--- src/rtl/fir_4tap.sv ---
// Four-tap unit-coefficient FIR (4-sample moving sum) for a 16-bit unsigned ADC stream.
// One sample is captured, the four taps are summed one per cycle, and the result is
// published together with a single-cycle done strobe that also cues the next ADC sample.
module fir_4tap (
    input  logic        clk,
    input  logic        rst_n,
    input  logic [15:0] data_in,
    input  logic        enable,
    output logic [17:0] data_out,
    output logic        calculation_done
);

    localparam int unsigned NumTaps = 4;

    localparam logic [1:0] StIdle = 2'd0;
    localparam logic [1:0] StAcc  = 2'd1;
    localparam logic [1:0] StDone = 2'd2;

    // Index of the last tap; reaching it in ACC finishes the sum.
    localparam logic [1:0] LastTap = 2'd3;

    logic [1:0]  state_q, state_d;
    logic [15:0] tap_q [NumTaps];
    logic [15:0] tap_d [NumTaps];
    logic [17:0] acc_q, acc_d;
    logic [1:0]  k_q, k_d;
    logic [17:0] data_out_q, data_out_d;
    logic        done_q, done_d;

    // Running sum including the tap selected by k; 18 bits cannot overflow for 4 taps.
    logic [17:0] acc_sum;

    // Capture is allowed only while not summing.
    logic can_capture;

    assign can_capture = (state_q == StIdle) || (state_q == StDone);
    assign acc_sum     = acc_q + {2'b00, tap_q[k_q]};

    // Next-state: capture/shift, accumulate one tap per cycle, publish and strobe.
    always_comb begin
        state_d    = state_q;
        acc_d      = acc_q;
        k_d        = k_q;
        data_out_d = data_out_q;
        done_d     = 1'b0;
        for (int i = 0; i < NumTaps; i++) begin
            tap_d[i] = tap_q[i];
        end

        case (state_q)
            StIdle, StDone: begin
                if (can_capture && enable) begin
                    tap_d[0] = data_in;
                    for (int i = 1; i < NumTaps; i++) begin
                        tap_d[i] = tap_q[i-1];
                    end
                    acc_d   = 18'd0;
                    k_d     = 2'd0;
                    state_d = StAcc;
                end else begin
                    state_d = StIdle;
                end
            end
            StAcc: begin
                acc_d = acc_sum;
                k_d   = k_q + 2'd1;
                if (k_q == LastTap) begin
                    data_out_d = acc_sum;
                    done_d     = 1'b1;
                    state_d    = StDone;
                end
            end
            default: begin
                // Unreachable encoding: fall back to idle without strobing.
                state_d = StIdle;
            end
        endcase
    end

    // State registers; asynchronous reset discards any computation in flight.
    always_ff @(posedge clk or negedge rst_n) begin
        if (!rst_n) begin
            state_q    <= StIdle;
            acc_q      <= 18'd0;
            k_q        <= 2'd0;
            data_out_q <= 18'd0;
            done_q     <= 1'b0;
            for (int i = 0; i < NumTaps; i++) begin
                tap_q[i] <= 16'd0;
            end
        end else begin
            state_q    <= state_d;
            acc_q      <= acc_d;
            k_q        <= k_d;
            data_out_q <= data_out_d;
            done_q     <= done_d;
            for (int i = 0; i < NumTaps; i++) begin
                tap_q[i] <= tap_d[i];
            end
        end
    end

    assign data_out         = data_out_q;
    assign calculation_done = done_q;

endmodule

--- config.mk ---
export PLATFORM = sky130hd
export DESIGN_NAME = fir_4tap
export DESIGN_NICKNAME = d
export VERILOG_FILES = /design/src/rtl/fir_4tap.sv
export SDC_FILE = /design/constraint.sdc
export NUM_CORES = 1
export LEC_CHECK = 0
export BUFFER_PORTS_ARGS = -buffer_cell sky130_fd_sc_hd__buf_4
export CAP_MARGIN = 30
export CORE_MARGIN = 2
export CORE_UTILIZATION = 32
export CTS_CLUSTER_DIAMETER = 100
export DETAILED_ROUTE_END_ITERATION = 8
export GPL_ROUTABILITY_DRIVEN = 0
export GPL_TIMING_DRIVEN = 0
export PLACE_DENSITY = 0.58
export SLEW_MARGIN = 25
export SYNTH_ARGS = -nofsm -noshare
export SYNTH_HDL_FRONTEND = slang
export SYNTH_SLANG_ARGS = --single-unit
--- constraint.sdc ---
create_clock -name clk -period 7.3 [get_ports clk]
set_input_delay 0.73 -clock clk [delete_from_list [all_inputs] [get_ports clk]]
set_output_delay 0.73 -clock clk [all_outputs]
set_load 0.005 [all_outputs]
Yosys cells after proc, flatten, opt, wreduce, memory -nomap -nowiden
Index checks and enable logic that the tools add are counted.
{"block": "totals", "register_bits": 105, "inputBits": 19, "output_inout_bits": 19, "elab_cells": 38}
{"block": "op_classes", "add_sub_neg": 2, "magnitude_cmp": 1, "n_eq_ne": 5, "mux": 12, "bitwise_logic": 1, "n_reduce_logical": 8}
{"op": "case mux 18 bit (2 select lines)", "count": 1}
{"op": "binary-select mux 16 bit (select 2 bit)", "count": 1}
{"op": "two-way mux 16 bit", "count": 2}
{"op": "adder 18 x 16 -> 18 bit", "count": 1}
{"op": "two-way mux 18 bit", "count": 1}
{"op": "case mux 2 bit (2 select lines)", "count": 2}
{"op": "AND reduction 2 bit", "count": 3}
{"op": "equality test 2 bit (second input constant)", "count": 2}
{"op": "two-way mux 2 bit", "count": 2}
{"op": "!= test 2 bit (second input constant)", "count": 2}
{"op": "greater-or-equal comparator 3 bit (second input constant)", "count": 1}
{"op": "two-way mux 1 bit", "count": 3}
{"op": "NOT 2 -> 3 bit", "count": 1}
{"op": "adder 2 x 1 -> 2 bit (second input constant)", "count": 1}
{"op": "equality test 2 x 1 -> 1 bit (second input constant)", "count": 1}
{"op": "zero test 2 bit", "count": 1}
{"op": "nonzero test 2 bit", "count": 1}
{"op": "OR reduction 2 bit", "count": 1}
{"op": "logical AND 1 bit", "count": 1}
{"op": "logical OR 1 bit", "count": 1}

Depth between registers and ports, before layout
Gate-level depths: netlist (run 1).
{"block": "depth", "depth_word": 6, "ltp_mapped": 11, "mapped_depth_nobuf": 10}

Least setup slack after synthesis (run 1)
No wires, ideal clock.
{"block": "synth_timing", "path_kind": "reg-to-reg", "startpoint": "register k_q[0]", "endpoint": "register data_out_q[15], in the netlist data_out[15]", "setup_time_ns": 0.125, "arrival_ns": 2.839, "t_required_ns": 7.175, "slack_ns": 4.336, "stages_incl_launch_ff": 12, "path_buffers": 3, "synth_period_minus_slack_ns": 2.964, "cell_sequence": "dfrtp_1 > buf_2 > buf_2 > mux4_2 > ha_1 > clkbuf_2 > a21oi_1 > o211ai_1 > a221oi_1 > o31ai_1 > xor2_1 > mux2_2"}
{"block": "synth_via", "elab_chain_len": 5, "word_cells_on_any_way": 7, "cone_classes": "add/sub: 1; eq/ne: 1; mux: 3; bitwise: 1; reduce/logical: 1"}
{"item": "start, declared", "line_no": "26", "source": "logic [1:0] k_q, k_d;"}
{"item": "start signal, assigned", "line_no": "94", "source": "k_q <= k_d;"}
{"item": "NOT 2 -> 3 bit (implied by the code)", "line_no": "37", "source": "assign acc_sum = acc_q + {2'b00, tap_q[k_q]};"}
{"item": "binary-select mux 16 bit (select 2 bit)", "line_no": "37"}
{"item": "two-way mux 16 bit (implied by the code) (2 in a row)", "line_no": "37"}
{"item": "adder 18 x 16 -> 18 bit", "line_no": "37"}
{"item": "end signal, assigned", "line_no": "95", "source": "data_out_q <= data_out_d;"}
{"item": "end, declared", "line_no": "27", "source": "logic [17:0] data_out_q, data_out_d;"}
Several ways; a longest one is shown, not always the timed one. The select of a mux whose other input is x is not followed.
A chain may end at the register's enable or synchronous reset.

Final worst setup path (run 1)
{"block": "layout_timing", "startpoint": "register k_q[1]", "endpoint": "register data_out_q[15], in the netlist data_out[15]"}
The elaborated chain is that of the path after synthesis.

==> results of run 1 <==
==> worst reg2reg max path, stage by stage (launching register included) <==
cell      delay, ps
dfrtp_1         360
clkbuf_1        400
clkbuf_1        560
mux4_2          450
ha_1            290
clkbuf_2        160
a21oi_1         190
o211ai_1        130
a221oi_1        300
o31ai_1         140
xor2_1          180
mux2_2          280
==> cells in the mapped netlist (2+ instances only) <==
cell,number
clkbuf_1,10
nand4b_1,2
o31ai_2,2
o21ai_0,10
mux2_2,71
nand4_1,2
a21o_1,2
ha_1,17
clkbuf_2,2
a211oi_2,2
nor2b_1,3
buf_2,8
nand2b_1,5
xor2_1,4
xnor2_1,11
nor2_1,3
mux4_2,16
nand2_1,41
o211ai_1,4
nand3_1,4
o22ai_1,3
inv_1,6
a21oi_2,2
o21ai_1,10
dfrtp_1,105
a21oi_1,15
a22o_1,12
==> final cells by class <==
cell class	count	share of cell area
tap	211	0.0449
clock inverter	6	0.00723
multi-input combinational	255	0.394
timing repair buffer	37	0.0483
clock buffer	10	0.0406
inverter	6	0.00383
sequential	105	0.447
buffer	20	0.0149
==> through the flow <==
stage                     instance area (µm²)  utilization
after floorplan                          5050            -
after global placement                   5600        0.365
after detailed placement                 5600        0.366
after CTS                                5880        0.384
after global routing                     5880        0.384
final                                    5880        0.384
==> kinds of logic after synthesis <==
group           after synthesis
compound gates               70
mux                          87
buf+inv                      26
flops                       105
fa+ha+maj                    18
simple gates                 65
xor+xnor                     15
==> final timing paths <==
path	from	endpoint	slack (ps)	depth (start not counted)
min in group clk	data_out[5]$_DFFE_PN0P_	data_out[5]$_DFFE_PN0P_	480	2
setup reg to reg	k_q[1]$_DFFE_PN0P_	data_out[15]$_DFFE_PN0P_	3760	11
setup / recovery	k_q[1]$_DFFE_PN0P_	data_out[15]$_DFFE_PN0P_	3760	11
hold reg to reg	data_out[5]$_DFFE_PN0P_	data_out[5]$_DFFE_PN0P_	480	2
max in group asynchronous	rst_n	tap_q[36]$_DFFE_PN0P_	6240	1
hold / removal	rst_n	acc_q[15]$_DFFE_PN0P_	460	1
==> sequential cells by signal, summed over array words and instances, names as in the netlist <==
register / count
k_q: 2
acc_q: 18
calculation_done: 1
data_out: 18
state_q: 2
tap_q: 64
==> cell usage in the layout (no fill, tap or decap), types with 3 or more instances in the layout <==
master	instances
clkbuf_1	10
inv_1	6
nand2_1	41
o211ai_1	4
xnor2_1	11
nand2b_1	5
buf_2	8
mux4_2	16
o22ai_1	3
o21ai_1	10
nor2_1	3
dfrtp_1	105
ha_1	17
mux2_2	71
a22o_1	12
o21ai_0	10
clkbuf_16	9
buf_4	36
xor2_1	4
nand3_1	4
nor2b_1	3
a21oi_1	15
==> per-layer routing <==
metal,vias to the layer above,global-route usage,wire (µm)
met5,-,0,0
met4,0,0.0474,150
met3,13,0.0318,337
met2,55,0.213,4950
met1,1629,0.177,4900
li1,1512,-,-
==> flow_metrics.tcl, run 1 <==
set metrics [dict create \
    synth_nets 423 \
    setup_viol 0 \
    cts_max_level 3 \
    core_area_um2 15300 \
    die-width_um 130 \
    cp.arrival_ps 3780 \
    slowest_delay_ps 550 \
    avgSynthCellArea_um2 13.1 \
    clkTransAtPathRegs_ps 70 \
    synth_top_family_by_area "multiplexers" \
    maxSlewViolCount 0 \
    ys_seq_area_frac 0.520 \
    path_buf_inv 3 \
    post_synth_num_cell_types 41 \
    worst-setup-path-type "flop to flop" \
    multi_input_area_um2 2320 \
    port_buffers 37 \
    rsz0062_at_grt "false" \
    synth_edf_count 0 \
    grt_pass1_wl_um 17000 \
    max_freq_ghz 0.283 \
    status "completed" \
    synthFlopType "dfrtp_1" \
    synth_cells 386 \
    synth_xor_area_frac 0.0260 \
    tightest_slew_ps 839 \
    post-place-ws_ps 3760 \
    die_height_um 130 \
    grt.total_usage 0.133 \
    critPathSlowestCell "clkbuf_1" \
    dp_hpwl_um 7270 \
    period_share 0.485 \
    slew_headroom 0.441 \
    ant_nets 0 \
    nets 471 \
    cts_buffers 9 \
    crit_chain "clkbuf_1 > clkbuf_1 > mux4_2 > ha_1 > clkbuf_2 > a21oi_1 > o211ai_1 > a221oi_1 > o31ai_1 > xor2_1 > mux2_2" \
    drt-pass1-iter-count 4 \
    grt_pass1_vias 3276 \
    dr_total_vias 3209 \
    grt_max_degree 106 \
    post-cts-setup-buffers 0 \
    critPathTopFamily "buffers and inverters" \
    yosys_warnings 0 \
    drc 0 \
    syn-cell-area_um2 5050 \
    synth-compound-area-share 0.0971 \
    tns_ps 0 \
    cp_max_fo 10 \
    dpl.cell_count 634 \
    antenna_found_initial 0 \
    vias_per_cell 4.94 \
    setup_ws_ps 3760 \
    syn_to_final_growth_pct 16.4 \
    hold_ws_ps 462 \
    start_kind "flop" \
    seqCellArea_um2 2630 \
    synth_simple_gate_area_frac 0.0597 \
    synth.area.mux_share 0.230 \
    cp.required_ps 7550 \
    ctsHoldBuffers 0 \
    cts_resized 0 \
    fill_cells 1478 \
    skew_ps 6.51 \
    cap_violations 0 \
    final_cells 650 \
    hold_viol 0 \
    routed_wl_um 10300 \
    drt-initial-drc-count 164 \
    end_kind "flop" \
    rows 45 \
    hp-class "primary input to async pin" \
    synth_top_area_cell "dfrtp_1" \
    initial_core_util 0.330 \
    antenna_cells 0 \
    cts_root_buffer "clkbuf_16" \
    crit_path_frequent_cell "clkbuf_1" \
    clkSinkCount 105 \
    yosys-top-cells-area "dfrtp_1, mux2_2, mux4_2" \
    drive_gt1_frac 0.364 \
    clock_latency_ps 360 \
    cts_tree "done" \
    ys_seq_elements 105 \
    finalCriticalPeriod_ps 3540 \
    synthAdderAreaFrac 0.0461 \
    io-pin-count 38 \
    wl_per_cell_um 15.9 \
    synth_top_area_frac 0.520 \
    die_area_um2 16800 \
    synthArstFlopShare 1.00 \
    grt_overflow 0 \
    clockBufferDepth 2 \
]
Power of run 1 is left out: the tool's default activity adds up to more than one toggle a clock period on the data nets, which glitch-free logic cannot reach.
==> run 2, diff against run 1 <==
--- a/config.mk
+++ b/config.mk
@@ -13,7 +13,7 @@
 export DETAILED_ROUTE_END_ITERATION = 8
 export GPL_ROUTABILITY_DRIVEN = 0
 export GPL_TIMING_DRIVEN = 0
-export PLACE_DENSITY = 0.58
+export PLACE_DENSITY = 0.59
 export SLEW_MARGIN = 25
 export SYNTH_ARGS = -nofsm -noshare
 export SYNTH_HDL_FRONTEND = slang
==> constraint.sdc (replaced) <==
create_clock -name clk -period 2.95 [get_ports clk]
set_input_delay 0.295 -clock clk [delete_from_list [all_inputs] [get_ports clk]]
set_output_delay 0.295 -clock clk [all_outputs]
set_load 0.005 [all_outputs]
==> flow_metrics.tcl, run 2 (same netlist as run 1, synthesis figures left out) <==
set metrics [dict create \
    die_height_um 130 \
    max_freq_ghz 0.353 \
    dpl.cell_count 634 \
    grt_max_degree 106 \
    vias_per_cell 4.94 \
    worst-setup-path-type "flop to flop" \
    cp.arrival_ps 3080 \
    rows 45 \
    antenna_cells 0 \
    finalCriticalPeriod_ps 2840 \
    critPathLaunch "k_q[0]$_DFFE_PN0P_" \
    initial_core_util 0.330 \
    final_cells 654 \
    rsz0062_at_grt "false" \
    end_kind "flop" \
    cp.required_ps 3190 \
    timing.rr.start "k_q[0]$_DFFE_PN0P_" \
    cts_root_buffer "clkbuf_16" \
    dp_hpwl_um 7310 \
    die-width_um 130 \
    drive_gt1_frac 0.436 \
    fill_cells 1457 \
    nets 475 \
    clockBufferDepth 2 \
    dr_total_vias 3228 \
    grt_overflow 0 \
    hold_viol 0 \
    reg2regPathDepth 10 \
    tns_ps 0 \
    die_area_um2 16800 \
    ant_nets 0 \
    drc 0 \
    cts_buffers 9 \
    routed_wl_um 10900 \
    cap_violations 0 \
    grt_pass1_wl_um 17900 \
    setup_viol 0 \
    grt_use_met3 0.0314 \
    maxSlewViolCount 0 \
    period_share 0.961 \
    cts_tree "done" \
    grt.total_usage 0.139 \
    post-place-ws_ps -534 \
    layout_commonest_cell "dfrtp_1" \
    hp-class "primary input to async pin" \
    drt-pass1-iter-count 4 \
    reg2reg_setup_slack_ps 110 \
    grt-busiest-layer "met2" \
    grt_pass1_vias 3385 \
    cp_max_fo 5 \
    clock_latency_ps 360 \
    slew_headroom 0.449 \
    cts_max_level 3 \
    final_util 0.409 \
    start_kind "flop" \
    setup_ws_ps 114 \
    top_register "tap_q" \
    skew_ps 11.5 \
    clkTransAtPathRegs_ps 70 \
    timing.rr.end "data_out[15]$_DFFE_PN0P_" \
    final_cell_mix "dfrtp_1, mux2_2, buf_4, nand2_1, mux4_2" \
    critPathCapture "data_out[15]$_DFFE_PN0P_" \
    clkSinkCount 105 \
    port_buffers 37 \
    antenna_found_initial 0 \
    status "completed" \
    core_area_um2 15300 \
    wl_per_cell_um 16.7 \
    met2_usage 0.225 \
    syn_to_final_growth_pct 24.0 \
    tightest_slew_ps 827 \
    met1_usage 0.186 \
    largest_reg_flops 64 \
    io-pin-count 38 \
    drt-initial-drc-count 176 \
    ctsHoldBuffers 0 \
]
-- run 2: changes by cell type in the layout (fill, tap and decap cells not counted), moves of 3 or more --
cell       delta
a21oi_1       -7
a21oi_4       +6
buf_4         +6
bufinv_16     +3
ha_1         -12
ha_2          +5
ha_4          +7
-- run 2: worst min-delay path by stage --
| stage | endpoint | depth (start not counted) | from | slack, ps |
|---|---|---|---|---|
| 2_1_floorplan | acc_q[0]$_DFFE_PN0P_ | 0 | rst_n | -0.6 |
| 3_3_place_gp | data_out[9]$_DFFE_PN0P_ | 2 | data_out[9]$_DFFE_PN0P_ | 460 |
| 4_1_cts | data_out[14]$_DFFE_PN0P_ | 1 | rst_n | 120 |
| 6_report | data_out[8]$_DFFE_PN0P_ | 1 | rst_n | 30 |
| 5_1_grt | data_out[17]$_DFFE_PN0P_ | 1 | rst_n | 110 |
| 3_5_place_dp | data_out[9]$_DFFE_PN0P_ | 2 | data_out[9]$_DFFE_PN0P_ | 470 |
-- run 2: stage by stage --
stage / instance area (µm²) / hold slack [ps]
final: 6260 / 30.7
after global routing: 6260 / 114
after CTS: 6030 / 117
after detailed placement: 5600 / 473
after global placement: 5600 / 463
after floorplan: 5060 / -0.591
-- run 2: layer usage --
layer | vias to the layer above | share of wire
met2 | 50 | 0.49
li1 | 1527 | -
met5 | - | 0
met3 | 13 | 0.039
met4 | 0 | 0.016
met1 | 1638 | 0.45
-- run 2: worst max-delay path, cell delays in order (launching register included) --
cell and delay [ps]:
dfrtp_2 420, buf_8 140, buf_4 110, mux4_2 560, ha_4 320, o211ai_1 120
o211ai_2 330, nand2_1 110, o31ai_2 220, xor2_1 120, mux2_2 270
-- run 2: area by class of cell --
cell class | count | area, µm² | share of cell area
clock inverters | 7 | 126 | 0.0202
flip-flops and latches | 105 | 2630 | 0.420
multi-input cells | 255 | 2540 | 0.405
clock buffers | 9 | 225 | 0.0359
inverters | 6 | 22.5 | 0.00359
well taps | 211 | 264 | 0.0421
plain buffers | 17 | 103 | 0.0164
repair buffers | 44 | 354 | 0.0565
-- run 2: repair_timing --
| action | CTS | global route |
|---|---|---|
| gates cloned | 0 | 1 |
| gates resized for setup | 15 | 34 |
| setup endpoints to repair | 20 | 16 |
| pin swaps | 0 | 13 |
| setup buffers | 3 | 3 |
Power of run 2 is left out for the same reason.
==> run 3, diff against run 2 <==
--- a/config.mk
+++ b/config.mk
@@ -14,6 +14,8 @@
 export GPL_ROUTABILITY_DRIVEN = 0
 export GPL_TIMING_DRIVEN = 0
 export PLACE_DENSITY = 0.59
+export REMOVE_ABC_BUFFERS = 1
+export SKIP_LAST_GASP = 1
 export SLEW_MARGIN = 25
 export SYNTH_ARGS = -nofsm -noshare
 export SYNTH_HDL_FRONTEND = slang
==> flow_metrics.tcl, run 3 (same netlist as run 1, synthesis figures left out) <==
set metrics [dict create \
    layout_commonest_cell "dfrtp_1" \
    routed_wl_um 9980 \
    die_height_um 130 \
    tns_ps 0 \
    cp.required_ps 3180 \
    final_cells 642 \
    start_kind "flop" \
    nets 463 \
    status "completed" \
    io-pin-count 38 \
    cts_max_level 3 \
    rows 45 \
    grt_pass1_wl_um 16500 \
    end_kind "flop" \
    crit_chain "buf_4 > mux4_2 > ha_1 > o211ai_1 > o211ai_2 > buf_4 > a2111oi_4 > nor3b_2 > a22oi_1 > o21ai_1" \
    final_cell_mix "dfrtp_1, mux2_2, buf_4, nand2_1, mux4_2" \
    clock_latency_ps 360 \
    cp.arrival_ps 3130 \
    rsz0062_at_grt "true" \
    clkSinkCount 105 \
    dr_total_vias 3149 \
    reg2regPathDepth 10 \
    antenna_found_initial 0 \
    antenna_cells 0 \
    critPathSlowestCell "dfrtp_4" \
    period_share 0.984 \
    die_area_um2 16800 \
    slowest_delay_ps 540 \
    hold_viol 0 \
    clockBufferDepth 2 \
    cp_max_fo 5 \
    largest_reg_flops 64 \
    hp-class "primary input to async pin" \
    drt-initial-drc-count 178 \
    initial_core_util 0.330 \
    cts_root_buffer "clkbuf_16" \
    slew_headroom 0.450 \
    die-width_um 130 \
    wl_per_cell_um 15.5 \
    drive_gt1_frac 0.418 \
    vias_per_cell 4.90 \
    setup_viol 0 \
    crit_path_frequent_cell "buf_4" \
    cts_buffers 9 \
    dpl.cell_count 615 \
    grt_max_degree 106 \
    cts_tree "done" \
    max_freq_ghz 0.344 \
    skew_ps 11.4 \
    tightest_slew_ps 826 \
    port_buffers 37 \
    drt-pass1-iter-count 4 \
    grt_overflow 0 \
    clkTransAtPathRegs_ps 70 \
    grt.total_usage 0.128 \
    hold_ws_ps 28.3 \
    maxSlewViolCount 0 \
    ant_nets 0 \
    top_register "tap_q" \
    dp_hpwl_um 6470 \
    core_area_um2 15300 \
    syn_to_final_growth_pct 20.3 \
    cap_violations 0 \
    grt_pass1_vias 3226 \
    drc 0 \
    finalCriticalPeriod_ps 2900 \
    worst-setup-path-type "flop to flop" \
]
## run 3: final cells by class
| class | count | area [µm²] |
|---|---|---|
| clock buffer | 14 | 284 |
| clock inverter | 2 | 10.0 |
| fill | 1485 | 9230 |
| inverter | 6 | 22.5 |
| multi-input combinational | 255 | 2440 |
| sequential | 105 | 2640 |
| tap | 211 | 264 |
| timing repair buffer | 49 | 424 |
## run 3: path summary, 6_finish.rpt
check / endpoint / from / slack, ps
worst min register to register: data_out[6]$_DFFE_PN0P_ / data_out[6]$_DFFE_PN0P_ / 490
min in group clk: tap_q[49]$_DFFE_PN0P_ / data_in[1] / 170
max in group asynchronous: k_q[1]$_DFFE_PN0P_ / rst_n / 2280
worst max register to register: acc_q[17]$_DFFE_PN0P_ / k_q[0]$_DFFE_PN0P_ / 50
worst min-delay path: tap_q[48]$_DFFE_PN0P_ / rst_n / 30
worst max-delay path: acc_q[17]$_DFFE_PN0P_ / k_q[0]$_DFFE_PN0P_ / 50
## run 3: worst max-delay path: cells and delay by family, from the launching register on
kind                     cells  cell delay (ps)
buffers and inverters        2              330
multiplexers                 1              420
AND/OR/NAND/NOR              1              120
flip-flops                   1              540
adder cells (fa/ha/maj)      1              340
AO/OA/AOI/OAI                5             1020
## run 3: metal layers
| layer | wire (µm) | vias to the layer above | part of all wire | track usage |
|---|---|---|---|---|
| met5 | 0 | - | 0 | 0 |
| met4 | 211 | 0 | 0.021 | 0.0588 |
| met3 | 436 | 13 | 0.044 | 0.0314 |
| met2 | 4570 | 49 | 0.46 | 0.198 |
| met1 | 4760 | 1602 | 0.48 | 0.171 |
| li1 | - | 1485 | - | - |
## run 3: what timing repair did
| item | 4_1_cts | 5_1_grt |
|---|---|---|
| buffers inserted | 3 | 8 |
| gates resized for setup | 3 | 20 |
| hold buffers | 0 | 0 |
| pin swaps | 0 | 4 |
| setup endpoints to repair | 25 | 21 |
## run 3: metrics by stage
step	instance area (µm²)	util	setup WS [ps]
global route	6080	0.397	-86.8
CTS	5890	0.385	2.37
detailed placement	5540	0.362	-461
floorplan	4970	-	-169
global placement	5510	0.360	-960
finish	6080	0.397	46.9
Power of run 3 is left out for the same reason.
